===== src/rtl/fifo_mac_pkg.sv =====
// Shared types and defaults for the fifo_mac multiply-accumulate consumer.
// Optional feature macro: FIFO_MAC_SAT_EN (saturating accumulator).
package fifo_mac_pkg;

    typedef enum logic [1:0] {
        IDLE  = 2'd0,
        RUN   = 2'd1,
        FLUSH = 2'd2
    } fifo_mac_state_t;

    localparam int DEF_DATA_WIDTH = 8;
    localparam int DEF_ACC_WIDTH  = 24;
    localparam int DEF_COUNT      = 8;

    // Wide enough to hold the value COUNT itself, not just COUNT-1.
    function automatic int count_width(input int count);
        return $clog2(count + 1);
    endfunction

endpackage


===== src/rtl/fifo_mac_mac_pipe.sv =====
// Two-stage multiply/accumulate datapath: product register, accumulator, accumulate counter.
// Defining FIFO_MAC_SAT_EN makes the accumulator saturate instead of wrapping.
module mac_pipe
    import fifo_mac_pkg::*;
#(
    parameter int DATA_WIDTH = DEF_DATA_WIDTH,
    parameter int ACC_WIDTH  = DEF_ACC_WIDTH,
    parameter int CNT_WIDTH  = count_width(DEF_COUNT)
) (
    input  logic                    clk,
    input  logic                    rst_n,
    input  logic                    clear,
    input  logic                    fire,
    input  logic [DATA_WIDTH-1:0]   a_data,
    input  logic [DATA_WIDTH-1:0]   b_data,
    output logic [ACC_WIDTH-1:0]    acc,
    output logic [CNT_WIDTH-1:0]    acc_cnt,
    output logic                    prod_vld
);

    logic [2*DATA_WIDTH-1:0] prod;
    logic [ACC_WIDTH-1:0]    acc_next;

`ifdef FIFO_MAC_SAT_EN
    logic [ACC_WIDTH:0] sum;

    // A carry out of the top bit pins the accumulator at all-ones; further adds keep it there.
    always_comb begin
        sum      = {1'b0, acc} + (ACC_WIDTH + 1)'(prod);
        acc_next = sum[ACC_WIDTH] ? '1 : sum[ACC_WIDTH-1:0];
    end
`else
    always_comb begin
        acc_next = acc + ACC_WIDTH'(prod);
    end
`endif

    always_ff @(posedge clk) begin
        if (!rst_n) begin
            prod     <= '0;
            prod_vld <= 1'b0;
            acc      <= '0;
            acc_cnt  <= '0;
        end else begin
            prod     <= a_data * b_data;
            prod_vld <= fire;
            if (clear) begin
                acc     <= '0;
                acc_cnt <= '0;
            end else if (prod_vld) begin
                acc     <= acc_next;
                acc_cnt <= acc_cnt + 1'b1;
            end
        end
    end

endmodule


===== src/rtl/fifo_mac.sv =====
// Lockstep consumer of two show-ahead FIFOs: sums COUNT products a*b and pulses done.
// Saturation instead of wrap is selected by defining FIFO_MAC_SAT_EN.
module fifo_mac
    import fifo_mac_pkg::*;
#(
    parameter int DATA_WIDTH = DEF_DATA_WIDTH,
    parameter int ACC_WIDTH  = DEF_ACC_WIDTH,
    parameter int COUNT      = DEF_COUNT
) (
    input  logic                    clk,
    input  logic                    rst_n,
    input  logic                    start,
    input  logic [DATA_WIDTH-1:0]   a_data,
    input  logic                    a_empty,
    output logic                    a_rden,
    input  logic [DATA_WIDTH-1:0]   b_data,
    input  logic                    b_empty,
    output logic                    b_rden,
    output logic [ACC_WIDTH-1:0]    result,
    output logic                    done,
    output logic                    busy
);

    localparam int                CW      = count_width(COUNT);
    localparam logic [CW-1:0]     COUNT_C = CW'(COUNT);
    localparam logic [CW-1:0]     LAST_C  = CW'(COUNT - 1);

    fifo_mac_state_t state;
    logic [CW-1:0]   issued;
    logic [CW-1:0]   acc_cnt;
    logic            prod_vld;
    logic            fire;
    logic            clear;

    assign fire   = (state == RUN) && !a_empty && !b_empty && (issued < COUNT_C);
    assign clear  = (state == IDLE) && start;
    assign a_rden = fire && rst_n;
    assign b_rden = fire && rst_n;
    assign busy   = (state != IDLE);

    // FLUSH stays put through the done cycle so busy covers it and start is ignored there.
    always_ff @(posedge clk) begin
        if (!rst_n) begin
            state  <= IDLE;
            issued <= '0;
            done   <= 1'b0;
        end else begin
            done <= 1'b0;
            case (state)
                IDLE: begin
                    if (start) begin
                        state  <= RUN;
                        issued <= '0;
                    end
                end
                RUN: begin
                    if (fire) begin
                        issued <= issued + 1'b1;
                        if (issued == LAST_C) state <= FLUSH;
                    end
                end
                FLUSH: begin
                    if (done) state <= IDLE;
                    else if (prod_vld && acc_cnt == LAST_C) done <= 1'b1;
                end
                default: state <= IDLE;
            endcase
        end
    end

    mac_pipe #(
        .DATA_WIDTH (DATA_WIDTH),
        .ACC_WIDTH  (ACC_WIDTH),
        .CNT_WIDTH  (CW)
    ) u_mac_pipe (
        .clk      (clk),
        .rst_n    (rst_n),
        .clear    (clear),
        .fire     (fire),
        .a_data   (a_data),
        .b_data   (b_data),
        .acc      (result),
        .acc_cnt  (acc_cnt),
        .prod_vld (prod_vld)
    );

endmodule

===== config.mk =====
export PLATFORM = sky130hd
export DESIGN_NAME = fifo_mac
export DESIGN_NICKNAME = d
export VERILOG_FILES = /design/src/rtl/fifo_mac_pkg.sv /design/src/rtl/fifo_mac_mac_pipe.sv /design/src/rtl/fifo_mac.sv
export SDC_FILE = /design/constraint.sdc
export NUM_CORES = 1
export LEC_CHECK = 0
export BUFFER_PORTS_ARGS = -buffer_cell sky130_fd_sc_hd__buf_2
export CORE_UTILIZATION = 30
export DETAILED_ROUTE_END_ITERATION = 8
export SYNTH_ARGS = -nofsm -noshare
export SYNTH_HDL_FRONTEND = slang
export SYNTH_SLANG_ARGS = --single-unit

===== constraint.sdc =====
create_clock -name clk -period 9.3 [get_ports clk]
set_input_delay 1.86 -clock clk [delete_from_list [all_inputs] [get_ports clk]]
set_output_delay 1.86 -clock clk [all_outputs]
set_load 0.02 [all_outputs]

; ---- After elaboration in Yosys (flattened, before gate mapping)
; Cells that the tools add are included.
[word_totals]
rom_bits = 0
output_inout_bits = 28
latchBits = 0
ram_bits = 0
word_cells = 46
regBits = 52
input_bits = 21
n_memories = 0
[classes]
muxes = 9
n_shift = 0
eq_ne = 8
addsub = 3
bitwise = 2
n_lt_le_gt_ge = 1
n_div = 0
n_mul = 1
reduce_logical = 15
[ops]
columns = cell, count
row1 = $add A24 B16 Y24, 1
row2 = $mul A8 B8 Y16, 1
row3 = $add A4 B1 Y4 const B, 2
row4 = $eq A4 B3 Y1 const B, 2
row5 = $mux W2, 4
row6 = $mux W4, 2
row7 = $pmux W4 S2, 1
row8 = $logic_and A1 B1 Y1, 6
row9 = $ne A2 B2 Y1 const B, 3
row10 = $pmux W2 S3, 1
row11 = $lt A4 B4 Y1 const B, 1
row12 = $reduce_and A4 Y1, 1
row13 = $reduce_bool A2 Y1, 2
row14 = $reduce_and A3 Y1, 1
row15 = $reduce_or A3 Y1, 1
row16 = $eq A2 B1 Y1 const B, 1
row17 = $eq A2 B2 Y1 const B, 1
row18 = $logic_not A1 Y1, 2
row19 = $logic_not A2 Y1, 1
row20 = $ne A2 B1 Y1 const B, 1
row21 = $not A1 Y1, 2
row22 = $reduce_or A2 Y1, 1
row23 = $mux W1, 1

; ---- Depth between registers and ports, before layout
[depth]
word_depth = 6
mapped_depth = 16
mapped_depth_nobuf = 16

; ---- Modules after synthesis
; From an unflattened synthesis, not the netlist that was laid out.
[hier_totals]
hier_cells = 548
area_unflattened_um2 = 4754.6
[by_module_without_submodules]
columns = mod, area_per_inst_um2, seq_area_each_um2, cells_per_inst, n_inst
row1 = mac_pipe, 4399.2, 900.9, 512, 1
row2 = fifo_mac, 355.3, 140.1, 36, 1

; ---- Worst setup path after synthesis
; Ideal clock, no wire load.
[synth_timing]
path_kind = in2reg
startpoint = input b_data[4]
endpoint = register u_mac_pipe.prod[14]
setup_ns = 0.115
setup_slack_ns = 3.675
required_time_ns = 9.185
path_stages = 16
n_path_buf = 0
arrival_ns = 5.510
cell_sequence = and2_1 fa_1 inv_1 fa_1 inv_1 fa_1 inv_1 fa_1 inv_1 ha_1 nand3_1 a2bb2oi_1 a21oi_1 a221o_1 xor2_1 and2_1
[synth_between]
elab_chain_len = 1
[synth_lines]
columns = item, line
row1 = start: declaration, fifo_mac.sv:16  ; input logic [DATA_WIDTH-1:0] b_data,
row2 = $mul A8 B8 Y16, fifo_mac_mac_pipe.sv:45  ; prod <= a_data * b_data;
row3 = end signal: assignment, fifo_mac_mac_pipe.sv:45
row4 = end: declaration, fifo_mac_mac_pipe.sv:21  ; logic [2*DATA_WIDTH-1:0] prod;
; No other way between the ends.
; A chain may end at the register's enable or synchronous reset.

; ---- Worst setup path after layout
; Ends and elaborated chain as after synthesis.

==> metrics.md <==
| Metric | Value |
|---|---|
| Req. time, crit path | `~9500 ps` |
| Critical path class | `in2reg` |
| Post-CTS Resized | `0` |
| Initial antenna violation count | `0` |
| Cell-internal power | `529.3 uW` |
| Pwr/cell area | `around 160 mW/mm^2` |
| ANT cells | `0` |
| Final wirelength | `9965 microns` |
| Gate power share | `48.3%` |
| Routing usage on met3 | `under 10%` |
| Post-synth ARST share | `0%` |
| Flops & latches, synth | `52` |
| Critical Path Fanout Max | `8` |
| Status | `complete, no violations` |
| Max Slew Vio Count | `0` |
| Setup Skew | `a little under 5 ps` |
| Peak VDD IR | `65.95 uV` |
| Mapped Cells | `553` |
| CP arrival | `5840 ps` |
| Hold_buf cts | `0` |
| Largest net degree at the start of global routing | `27` |
| IO buf count | `48` |
| Area of the multi-input gates | `about 0.0034 sq mm` |
| Drt first pass iters | `4` |
| First-pass GRT wire length | `17410 microns` |
| Fin util | `35.02%` |
| P_leak | `0.002536 uW` |
| Vias/cell | `4.569` |
| Routed len/inst | `12.30 microns` |
| Most used routing layer in global routing | `met2` |
| Commonest cells in the netlist | `inv_1, and2_1, nand2_1` |
| Total Power | `840.3 uW` |
| Most used DFF post-synth | `dfxtp_1` |
| DR iter-0 viols | `roughly 170` |
| Post-synth net total | `665` |
| CTS Buf Count | `5` |
| Nets | `710` |
| Place WS | `3315 ps` |
| GRT overflow | `0` |
| Layout cells sized above 1 | `9.850%` |
| Cell variety after synth | `48` |
| Register area share after synthesis | `21.88%` |
| Post-synth top area share | `21.88%` |
| F_max | `between 150 and 200 MHz` |
| Part of the power in registers | `between 30% and 40%` |
| Net Sw Frac | `a little under two fifths` |
| Chip Width | `between 100 and 150 microns` |
| Post-CTS Setup Inserts | `0` |
| Gpl congestion | `0.7692` |
| Via count | `3701` |
| Clock Pin Slew Worst Setup and Hold Paths | `70 ps` |
| Post-route DRC | `0` |
| Clk Latency, worst-skew pair | `290 ps` |
| Core area | `0.01531 sq mm` |
| Switching power | `311.0 uW` |
| Final hold vios | `0` |
| Top-count cell post-synth | `inv_1` |
| Slew HR | `40.68%` |
| H-tree depth | `2` |
| CTS tree | `built` |
| Row cnt | `45` |
| Max_cap viols | `0` |
| Post-DP HPWL | `8093 microns` |
| Synth area leader | `dfxtp_1` |
| Top post-synthesis cells by area | `dfxtp_1, fa_1, ha_1` |
| Sink Count | `52` |
| Final Setup Violations | `0` |
| Initial core utilization | `31.06%` |
| Post-synth EDFFs | `0` |
| Unrepaired setup endpoints after global routing | `false` |
| Root Driver | `clkbuf_16` |
| Vias in the first global route | `3764` |
| Cell area after synthesis | `0.004757 sq mm` |
| Fillers | `around 1600` |
| Worst-margin pin slew | `about 900 ps` |
| Hold WC Path Type | `reg2reg` |
| Die Height | `127.9 microns` |
| Clock power share | `between 20% and 30%` |
| CP Launch Type | `input pin` |
| Sequential Area | `approximately 0.0010 sq mm` |
| Critical Path End Type | `flip-flop` |
| Post-synthesis average cell area | `8.602 sq um` |
| Final Critical Period | `5652 ps` |
| IO Pins | `49` |
| Max Root-Sink Buffers | `2` |
| Antenna-violating nets left | `0` |
| GRT Total Usage | `around an eighth` |
| Crit share post-route | `between 60% and 70%` |
| Area growth syn-to-layout | `12.73%` |
| Met2 Track Usage GR | `between 20% and 30%` |
| Setup TNS | `0 ps` |
| M1 GR Usage | `between 10% and 20%` |
| Total die area | `0.01636 sq mm` |
| Synth warn | `0` |
| Final WS setup | `3648 ps` |
worst paths after layout:
check / from / to / slack, ps / depth (start not counted)
max: b_data[4] / u_mac_pipe.prod[14] / 3650 / 17
min: u_mac_pipe.acc_cnt[3] / done / 450 / 1
max reg2reg: u_mac_pipe.acc[0] / u_mac_pipe.acc[12] / 6730 / 9
min reg2reg: u_mac_pipe.acc_cnt[3] / done / 450 / 1
cells in the final DEF (no fill, tap or decap), types with 3 or more instances in the layout:
| cell | netlist | final |
|---|---|---|
| a211oi_1 | 6 | 6 |
| a21o_1 | 9 | 9 |
| a21oi_1 | 26 | 26 |
| a31oi_1 | 7 | 7 |
| and2_1 | 55 | 55 |
| and3_1 | 7 | 7 |
| buf_2 | 2 | 48 |
| clkbuf_16 | 0 | 5 |
| dfxtp_1 | 52 | 52 |
| fa_1 | 37 | 37 |
| ha_1 | 54 | 54 |
| inv_1 | 60 | 60 |
| mux2i_1 | 14 | 14 |
| nand2_1 | 55 | 55 |
| nand2b_1 | 8 | 8 |
| nand3_1 | 6 | 6 |
| nand4_1 | 3 | 3 |
| nor2_1 | 43 | 43 |
| nor2b_1 | 9 | 9 |
| nor3_1 | 7 | 7 |
| nor3b_1 | 4 | 4 |
| o21a_1 | 6 | 6 |
| o21ai_0 | 11 | 11 |
| o21ai_1 | 5 | 5 |
| o22ai_1 | 3 | 3 |
| o31ai_1 | 7 | 7 |
| or3_1 | 3 | 3 |
| xnor2_1 | 15 | 15 |
| xor2_1 | 7 | 7 |
area by class of cell:
cell class	count	area share, %
multi-input combinational	429	64.14
tap	211	4.923
clock buffer	7	2.473
inverter	61	4.270
timing repair buffer	49	4.620
sequential	52	19.41
clock inverter	1	0.1633
metrics by stage:
step	instance area (sq um)	cells	hold WS (ps)
4_1_cts	5363	810	456.5
5_1_grt	5363	810	474.4
2_1_floorplan	4757	553	416.2
3_5_place_dp	5221	802	436.4
6_report	5363	810	454.4
3_3_place_gp	5221	802	437.7
logic make-up after synthesis:
logic type | synth area share, %
DFF | 21.88
adders and majority gates | 29.77
xor gates and xnor gates | 4.051
muxes | 3.419
AOI/OAI and AO/OA | 13.07
and+or+nand+nor | 21.99
buffers and inverters | 5.813
routing by layer:
layer	up-vias	part of all wire [%]	routed length, microns
met3	7	1.9	194
met1	1709	51	5067
met2	44	46	4622
met5	-	0	0
li1	1941	-	-
met4	0	0.80	80
critical path, cell delays in order:
cell	delay, ps
buf_2	140
and2_1	180
fa_1	540
inv_1	50
fa_1	470
inv_1	50
fa_1	520
inv_1	50
fa_1	520
inv_1	40
ha_1	330
nand3_1	80
a2bb2oi_1	260
a21oi_1	130
a221o_1	320
xor2_1	140
and2_1	150
sequential cells by signal, indices dropped and copies added, names as in the netlist:
register and flops:
u_mac_pipe.prod 16, state 2, u_mac_pipe.prod_vld 1, issued 4, u_mac_pipe.acc 24, u_mac_pipe.acc_cnt 4
done 1
power by group through the flow:
stage               logic [uW]  clock network [uW]  registers, uW
floorplan                  328                   0            258
global placement           404                   0            261
detailed placement         405                   0            261
CTS                        409                 188            255
global route               472                 196            257
finish                     405                 180            255
Power figures use the tool's default switching activity.
